File: src/rtl/ddr_capture_writer.sv
// Drains the pre-DDR FIFO into DDR3 through the MIG native write interface, one command and one data beat per word.
// Build option: define DDR_WRITER_WRAP_EN to wrap at the depth limit (circular buffer) instead of stopping in FULL.
module ddr_capture_writer #(
    parameter int ADDR_WIDTH  = 30,
    parameter int COUNT_WIDTH = 27,
    parameter int ADDR_INC    = 8
) (
    input  logic                   clk,
    input  logic                   reset_n,
    input  logic                   enable,
    input  logic                   capture_start,
    input  logic                   capture_done,
    input  logic [ADDR_WIDTH-1:0]  start_addr,
    input  logic [COUNT_WIDTH-1:0] max_words,
    input  logic [63:0]            fifo_dout,
    input  logic                   fifo_empty,
    output logic                   fifo_rd,
    output logic [ADDR_WIDTH-1:0]  app_addr,
    output logic [2:0]             app_cmd,
    output logic                   app_en,
    input  logic                   app_rdy,
    output logic [63:0]            app_wdf_data,
    output logic                   app_wdf_wren,
    output logic                   app_wdf_end,
    input  logic                   app_wdf_rdy,
    output logic [COUNT_WIDTH-1:0] words_written,
    output logic                   busy,
    output logic                   write_done,
    output logic                   mem_full
);

    typedef enum logic [1:0] {
        ST_IDLE = 2'd0,
        ST_RUN  = 2'd1,
        ST_FULL = 2'd2,
        ST_DONE = 2'd3
    } state_t;

    localparam logic [ADDR_WIDTH-1:0] ADDR_STEP = ADDR_WIDTH'(ADDR_INC);

    state_t                 state_q, state_d;
    logic [ADDR_WIDTH-1:0]  addr_q, addr_d;
    logic [ADDR_WIDTH-1:0]  base_q, base_d;
    logic [COUNT_WIDTH-1:0] limit_q, limit_d;
    logic [COUNT_WIDTH-1:0] words_q, words_d;
    logic [63:0]            hold_data_q, hold_data_d;
    logic                   hold_valid_q, hold_valid_d;
    logic                   cmd_ok_q, cmd_ok_d;
    logic                   dat_ok_q, dat_ok_d;
    logic                   done_pend_q, done_pend_d;
    logic                   mem_full_q, mem_full_d;

    logic                   in_run;
    logic                   cmd_acc;
    logic                   dat_acc;
    logic                   word_complete;
    logic [COUNT_WIDTH-1:0] words_inc;
    logic                   limit_hit_next;
    logic                   done_event;
    logic                   pop;

    // Handshake decode: both MIG channels complete independently; a word retires once both have.
    always_comb begin
        in_run         = (state_q == ST_RUN);
        cmd_acc        = app_en & app_rdy;
        dat_acc        = app_wdf_wren & app_wdf_rdy;
        word_complete  = hold_valid_q & (cmd_ok_q | cmd_acc) & (dat_ok_q | dat_acc);
        words_inc      = words_q + COUNT_WIDTH'(word_complete);
        limit_hit_next = (limit_q != '0) && (words_inc == limit_q);
        done_event     = (capture_done | done_pend_q) & (~hold_valid_q | word_complete);
        pop            = fifo_rd & in_run;
    end

    // State register
    always_ff @(posedge clk or negedge reset_n) begin
        if (!reset_n) begin
            state_q <= ST_IDLE;
        end else begin
            state_q <= state_d;
        end
    end

    // Next-state logic; start wins over done, enable wins over everything.
    always_comb begin
        // NOTE: every combinational output gets a default first so no path can infer a latch.
        state_d = state_q;
        if (!enable) begin
            state_d = ST_IDLE;
        end else if (capture_start) begin
            state_d = ST_RUN;
        end else begin
            case (state_q)
                ST_IDLE: state_d = ST_IDLE;
                ST_RUN: begin
                    if (done_event) begin
                        state_d = ST_DONE;
                    end else if (word_complete && limit_hit_next) begin
`ifdef DDR_WRITER_WRAP_EN
                        state_d = ST_RUN;
`else
                        state_d = ST_FULL;
`endif
                    end
                end
                ST_FULL: begin
                    if (capture_done) state_d = ST_DONE;
                end
                ST_DONE: state_d = ST_IDLE;
                default: state_d = ST_IDLE;
            endcase
        end
    end

    // Output logic: only fifo_rd looks at the MIG ready inputs; the rest decode flops.
    always_comb begin
        fifo_rd      = 1'b0;
        app_en       = hold_valid_q & ~cmd_ok_q;
        app_wdf_wren = hold_valid_q & ~dat_ok_q;
        busy         = (state_q == ST_RUN) || (state_q == ST_FULL);
        write_done   = (state_q == ST_DONE);
        if (enable && !capture_start && !fifo_empty) begin
            if (state_q == ST_RUN) begin
                fifo_rd = (~hold_valid_q | word_complete) & ~limit_hit_next;
            end else if (state_q == ST_FULL) begin
                fifo_rd = 1'b1;
            end
        end
    end

    assign app_cmd       = 3'b000;
    assign app_addr      = addr_q;
    assign app_wdf_data  = hold_data_q;
    assign app_wdf_end   = app_wdf_wren;
    assign words_written = words_q;
    assign mem_full      = mem_full_q;

    // Datapath next-state: holding register, address/count, sticky flags.
    always_comb begin
        addr_d       = addr_q;
        base_d       = base_q;
        limit_d      = limit_q;
        words_d      = words_q;
        hold_data_d  = hold_data_q;
        hold_valid_d = hold_valid_q;
        cmd_ok_d     = cmd_ok_q;
        dat_ok_d     = dat_ok_q;
        done_pend_d  = done_pend_q;
        mem_full_d   = mem_full_q;

        if (!enable) begin
            hold_valid_d = 1'b0;
            cmd_ok_d     = 1'b0;
            dat_ok_d     = 1'b0;
            done_pend_d  = 1'b0;
        end else if (capture_start) begin
            addr_d       = start_addr;
            base_d       = start_addr;
            limit_d      = max_words;
            words_d      = '0;
            mem_full_d   = 1'b0;
            hold_valid_d = 1'b0;
            cmd_ok_d     = 1'b0;
            dat_ok_d     = 1'b0;
            done_pend_d  = 1'b0;
        end else if (in_run) begin
            if (word_complete) begin
                addr_d       = addr_q + ADDR_STEP;
                words_d      = words_inc;
                hold_valid_d = 1'b0;
                cmd_ok_d     = 1'b0;
                dat_ok_d     = 1'b0;
                if (limit_hit_next) begin
                    mem_full_d = 1'b1;
`ifdef DDR_WRITER_WRAP_EN
                    addr_d     = base_q;
                    words_d    = '0;
`endif
                end
            end else begin
                cmd_ok_d = cmd_ok_q | cmd_acc;
                dat_ok_d = dat_ok_q | dat_acc;
            end
            if (pop) begin
                hold_data_d  = fifo_dout;
                hold_valid_d = 1'b1;
                cmd_ok_d     = 1'b0;
                dat_ok_d     = 1'b0;
            end
            done_pend_d = done_pend_q | (capture_done & hold_valid_q);
            if (done_event) done_pend_d = 1'b0;
        end else begin
            hold_valid_d = 1'b0;
            cmd_ok_d     = 1'b0;
            dat_ok_d     = 1'b0;
            done_pend_d  = 1'b0;
        end
    end

    // NOTE: sequential state uses non-blocking assignments only, so every flop samples pre-edge values.
    // NOTE: hold_data drives app_wdf_data directly, so it is reset like every other output register.
    always_ff @(posedge clk or negedge reset_n) begin
        if (!reset_n) begin
            addr_q       <= '0;
            base_q       <= '0;
            limit_q      <= '0;
            words_q      <= '0;
            hold_data_q  <= '0;
            hold_valid_q <= 1'b0;
            cmd_ok_q     <= 1'b0;
            dat_ok_q     <= 1'b0;
            done_pend_q  <= 1'b0;
            mem_full_q   <= 1'b0;
        end else begin
            addr_q       <= addr_d;
            base_q       <= base_d;
            limit_q      <= limit_d;
            words_q      <= words_d;
            hold_data_q  <= hold_data_d;
            hold_valid_q <= hold_valid_d;
            cmd_ok_q     <= cmd_ok_d;
            dat_ok_q     <= dat_ok_d;
            done_pend_q  <= done_pend_d;
            mem_full_q   <= mem_full_d;
        end
    end

endmodule

File: config.mk
export PLATFORM = sky130hd
export DESIGN_NAME = ddr_capture_writer
export DESIGN_NICKNAME = d
export VERILOG_FILES = /design/src/rtl/ddr_capture_writer.sv
export SDC_FILE = /design/constraint.sdc
export NUM_CORES = 1
export LEC_CHECK = 0
export BUFFER_PORTS_ARGS = -buffer_cell sky130_fd_sc_hd__buf_2
export CAP_MARGIN = 10
export CORE_MARGIN = 4
export CORE_UTILIZATION = 34
export CTS_CLUSTER_DIAMETER = 50
export DETAILED_ROUTE_END_ITERATION = 10
export HOLD_SLACK_MARGIN = 0.03
export SLEW_MARGIN = 10
export SYNTH_ARGS = -nofsm -noshare
export SYNTH_HDL_FRONTEND = slang
export SYNTH_SLANG_ARGS = --single-unit
File: constraint.sdc
create_clock -name clk -period 4.8 [get_ports clk]
set_input_delay 0.96 -clock clk [delete_from_list [all_inputs] [get_ports clk]]
set_output_delay 0.96 -clock clk [all_outputs]
set_load 0.03 [all_outputs]
==> impl_results.md <==
- Crit path required time: approximately 3.8 ns
- Min-delay src: app_addr[0]
- Syn. warnings: 0
- Comb power frac: between 20% and 30%
- # fillers: 2346
- Post-route ant nets: 0
- Die H: between 150 and 200 µm
- Hold Slack: between 0.5 and 0.6 ns
- Share of post-route cells with drive strength above 1: approximately two fifths
- DR DRC count: 0
- Worst Setup End Kind: primary output
- Post-synthesis sequential area ratio: ~46%
- Pwr Density: ~420 mW/mm²
- Final Max Tran Viols: 0
- Synth top area share: between 40% and 50%
- RR Startpoint: hold_valid_q
- Tot GR Track Use: between 10% and 20%
- Slew margin rel.: between 30% and 40%
- Setup crit start kind: input pin
- Sw Ratio: approximately 36%
- Power Total: 4.465 mW
- FP Rows: 57
- Placed cells: roughly 1300
- Ys async rst share: between 90% and 100%
- Leakage: slightly below 5 nW
- Final min period: roughly 4.7 ns
- Vias in the first global route: 6962
- Initial drt markers: between 300 and 400
- Port bufs: 256
- Worst Hold Class: flip-flop to flip-flop
- Initial antenna violation count: 0
- Top cell type by total area after synthesis: dfrtp_1
- Count leader, synth: dfrtp_1
- Diode count: 0
- Worst Skew: ~0.018 ns
- DP Wirelength: between 15000 and 20000 µm
- VDD IR max: 0.2830 mV
- Post-synth cell types: 58
- Syn Area/Cell: roughly 10 µm²
- CTS Hold Bufs: 0
- Nets@finish: between 1000 and 1500
- Initial core utilization: between 30% and 40%
- CTS Root Cell: clkbuf_16
- Fmax: about 210 MHz
- I/O pins: between 200 and 300
- Sequential power share: 39.5%
- CTS Sinks: approximately 160
- Global route overflow: 0
- Pre-Repair DR Iteration Count: 5
- CTS buffer count: 17
- Gp weighted congestion: just under 0.9
- Pin count of the biggest net entering global routing: slightly below 80
- Final Hold Fails: 0
- Die width: approximately 170 µm
- Number of setup violations in the final report: 0
- Post-CTS setup buffer count: 0
- Worst Path Arrival: between 3 and 4 ns
- Worst-Skew Late Latency: around 0.43 ns
- Int Pwr: about 2.9 mW
- Synth top cells by count: 155 x dfrtp_1, 71 x nand2_1, 64 x a21oi_1, 60 x mux2_4, 59 x o21ai_0
- Switching pwr: about 1.6 mW
- Max-cap violation count: 0
- Status: finished, final reports clean
- WL/cell: ~17 µm
- Vias/cell: roughly 5.1
- Top cells by area, synth: dfrtp_1 46%, mux2_4 11%, mux2_2 4.6%
- Power share of the clock group: about a third
- Synth Cell Area: between 0.008 and 0.009 mm²
- Area grow syn2layout: 27.16%
- Clock Path Buffers: 2
- Drt total wl: around 24000 µm
- Max H-tree Level: 4
- Synthesized instance count: 802
- Clock transition at the registers of the reported paths: ~0.060 ns
- Ys flop type: dfrtp_1
- Least-Margin Pin Slew: about 0.94 ns
- Die area: roughly 0.027 mm²
- Worst Setup SP: app_rdy
- Tcrit/Tclk final: a little over nine tenths
- Fin cells: approximately 1400
- Critical path fanouts, max: 5
- Vias: 6975
- #FFs+latches synth: ~160
- First-pass GRT wire length: between 30000 and 40000 µm
- Crit path kind: input pin to primary output
- Number of flops mapped to enable cells by yosys: 0
- CTS tree: built
- Core Area: 0.02432 mm²
## stage by stage
step            TNS, ns  setup WS, ns  area (µm²)  utilization, %
2_1_floorplan         0        0.2646        8388               -
3_3_place_gp          0       0.01378       10020           41.18
3_5_place_dp          0      0.005559       10020           41.18
4_1_cts               0       0.02499       10630           43.71
5_1_grt        -0.01054      -0.01054       10660           43.82
6_report              0        0.1378       10660           43.82
## worst paths after layout
check,slack [ns],endpoint,cells past startpoint
max in group asynchronous,3.18,words_written[25],2
worst max-delay path,0.14,fifo_rd,14
min in group asynchronous,0.60,state_q[0],1
worst min-delay path,0.51,app_addr[0],1
worst max register to register,0.97,app_wdf_data[32],13
worst min register to register,0.51,app_addr[0],1
## area by class of cell
| type | instances | area [µm²] | area share (%) |
|---|---|---|---|
| inverters | 7 | 26.28 | 0.2466 |
| multi-input cells | 583 | 4222 | 39.61 |
| flip-flops and latches | 155 | 3879 | 36.40 |
| clock inverters | 14 | 181.4 | 1.702 |
| clock buffers | 17 | 425.4 | 3.992 |
| repair buffers | 280 | 1518 | 14.24 |
| well taps | 324 | 405.4 | 3.804 |
## per-layer routing
layer,wire [µm],global-route usage [%]
met1,10860,23.52
met2,11260,28.10
met4,276,4.121
met3,1566,4.817
met5,0,0
## state kept, by name, summed over array words and instances, names as in the netlist, 2 cells and up
name / cells
app_wdf_data: 64
state_q: 2
app_addr: 30
words_written: 27
limit_q: 27
## power by group through the flow
stage	combinational [mW]	sequential [mW]	clock [mW]
5_1_grt	1.39	1.80	1.51
3_3_place_gp	1.30	1.78	0
2_1_floorplan	0.465	2.18	0
6_report	1.30	1.76	1.40
3_5_place_dp	1.32	1.77	0
4_1_cts	1.31	1.76	1.45
## what timing repair did
item | CTS | global route
endpoints found under the setup margin | 1 | 1
pin swaps | 0 | 3
gates resized for setup | 1 | 6
## logic make-up after synthesis
kind of cell	after synthesis	synth area share (%)
multiplexers	110	17.23
AO/OA/AOI/OAI	163	10.96
AND/OR/NAND/NOR	264	16.68
XOR/XNOR	36	3.762
flip-flops	155	46.28
adder cells (fa/ha/maj)	7	1.045
other	1	0.04475
buffers and inverters	66	4.001
## worst max-delay path, cell delays in order
cell	delay, ns
buf_2	0.09
o221a_2	0.26
ha_4	0.18
ha_1	0.17
nand3_2	0.12
or4_4	0.44
buf_4	0.16
nor3b_1	0.19
o22ai_1	0.10
nor4_1	0.31
and4b_2	0.32
nor2_1	0.06
o21a_1	0.17
buf_2	0.18
## layout by cell type, fill, tap and decap left out, types with 4 or more instances in the layout
| master | netlist | routed |
|---|---|---|
| buf_4 | 6 | 20 |
| nand2_1 | 71 | 70 |
| nand4_1 | 12 | 12 |
| nor4_1 | 17 | 16 |
| o21ai_0 | 59 | 59 |
| a211oi_1 | 5 | 5 |
| nand3_1 | 27 | 26 |
| a22oi_1 | 4 | 4 |
| nor4b_1 | 4 | 4 |
| ha_1 | 7 | 6 |
| nor2_1 | 39 | 39 |
| buf_12 | 0 | 4 |
| xor2_1 | 14 | 14 |
| buf_2 | 6 | 255 |
| or3_1 | 7 | 7 |
| inv_1 | 7 | 7 |
| dfrtp_1 | 155 | 155 |
| mux2_4 | 60 | 60 |
| inv_8 | 0 | 4 |
| clkbuf_16 | 0 | 17 |
| nor2b_1 | 9 | 9 |
| a21oi_1 | 64 | 63 |
| xnor2_1 | 22 | 22 |
| nor3_1 | 37 | 36 |
| mux2i_1 | 16 | 16 |
| o22ai_1 | 10 | 10 |
| mux2_2 | 34 | 34 |
| and3_1 | 14 | 14 |
| and4_1 | 7 | 7 |
Note: power is estimated with default switching activity, not from simulation.
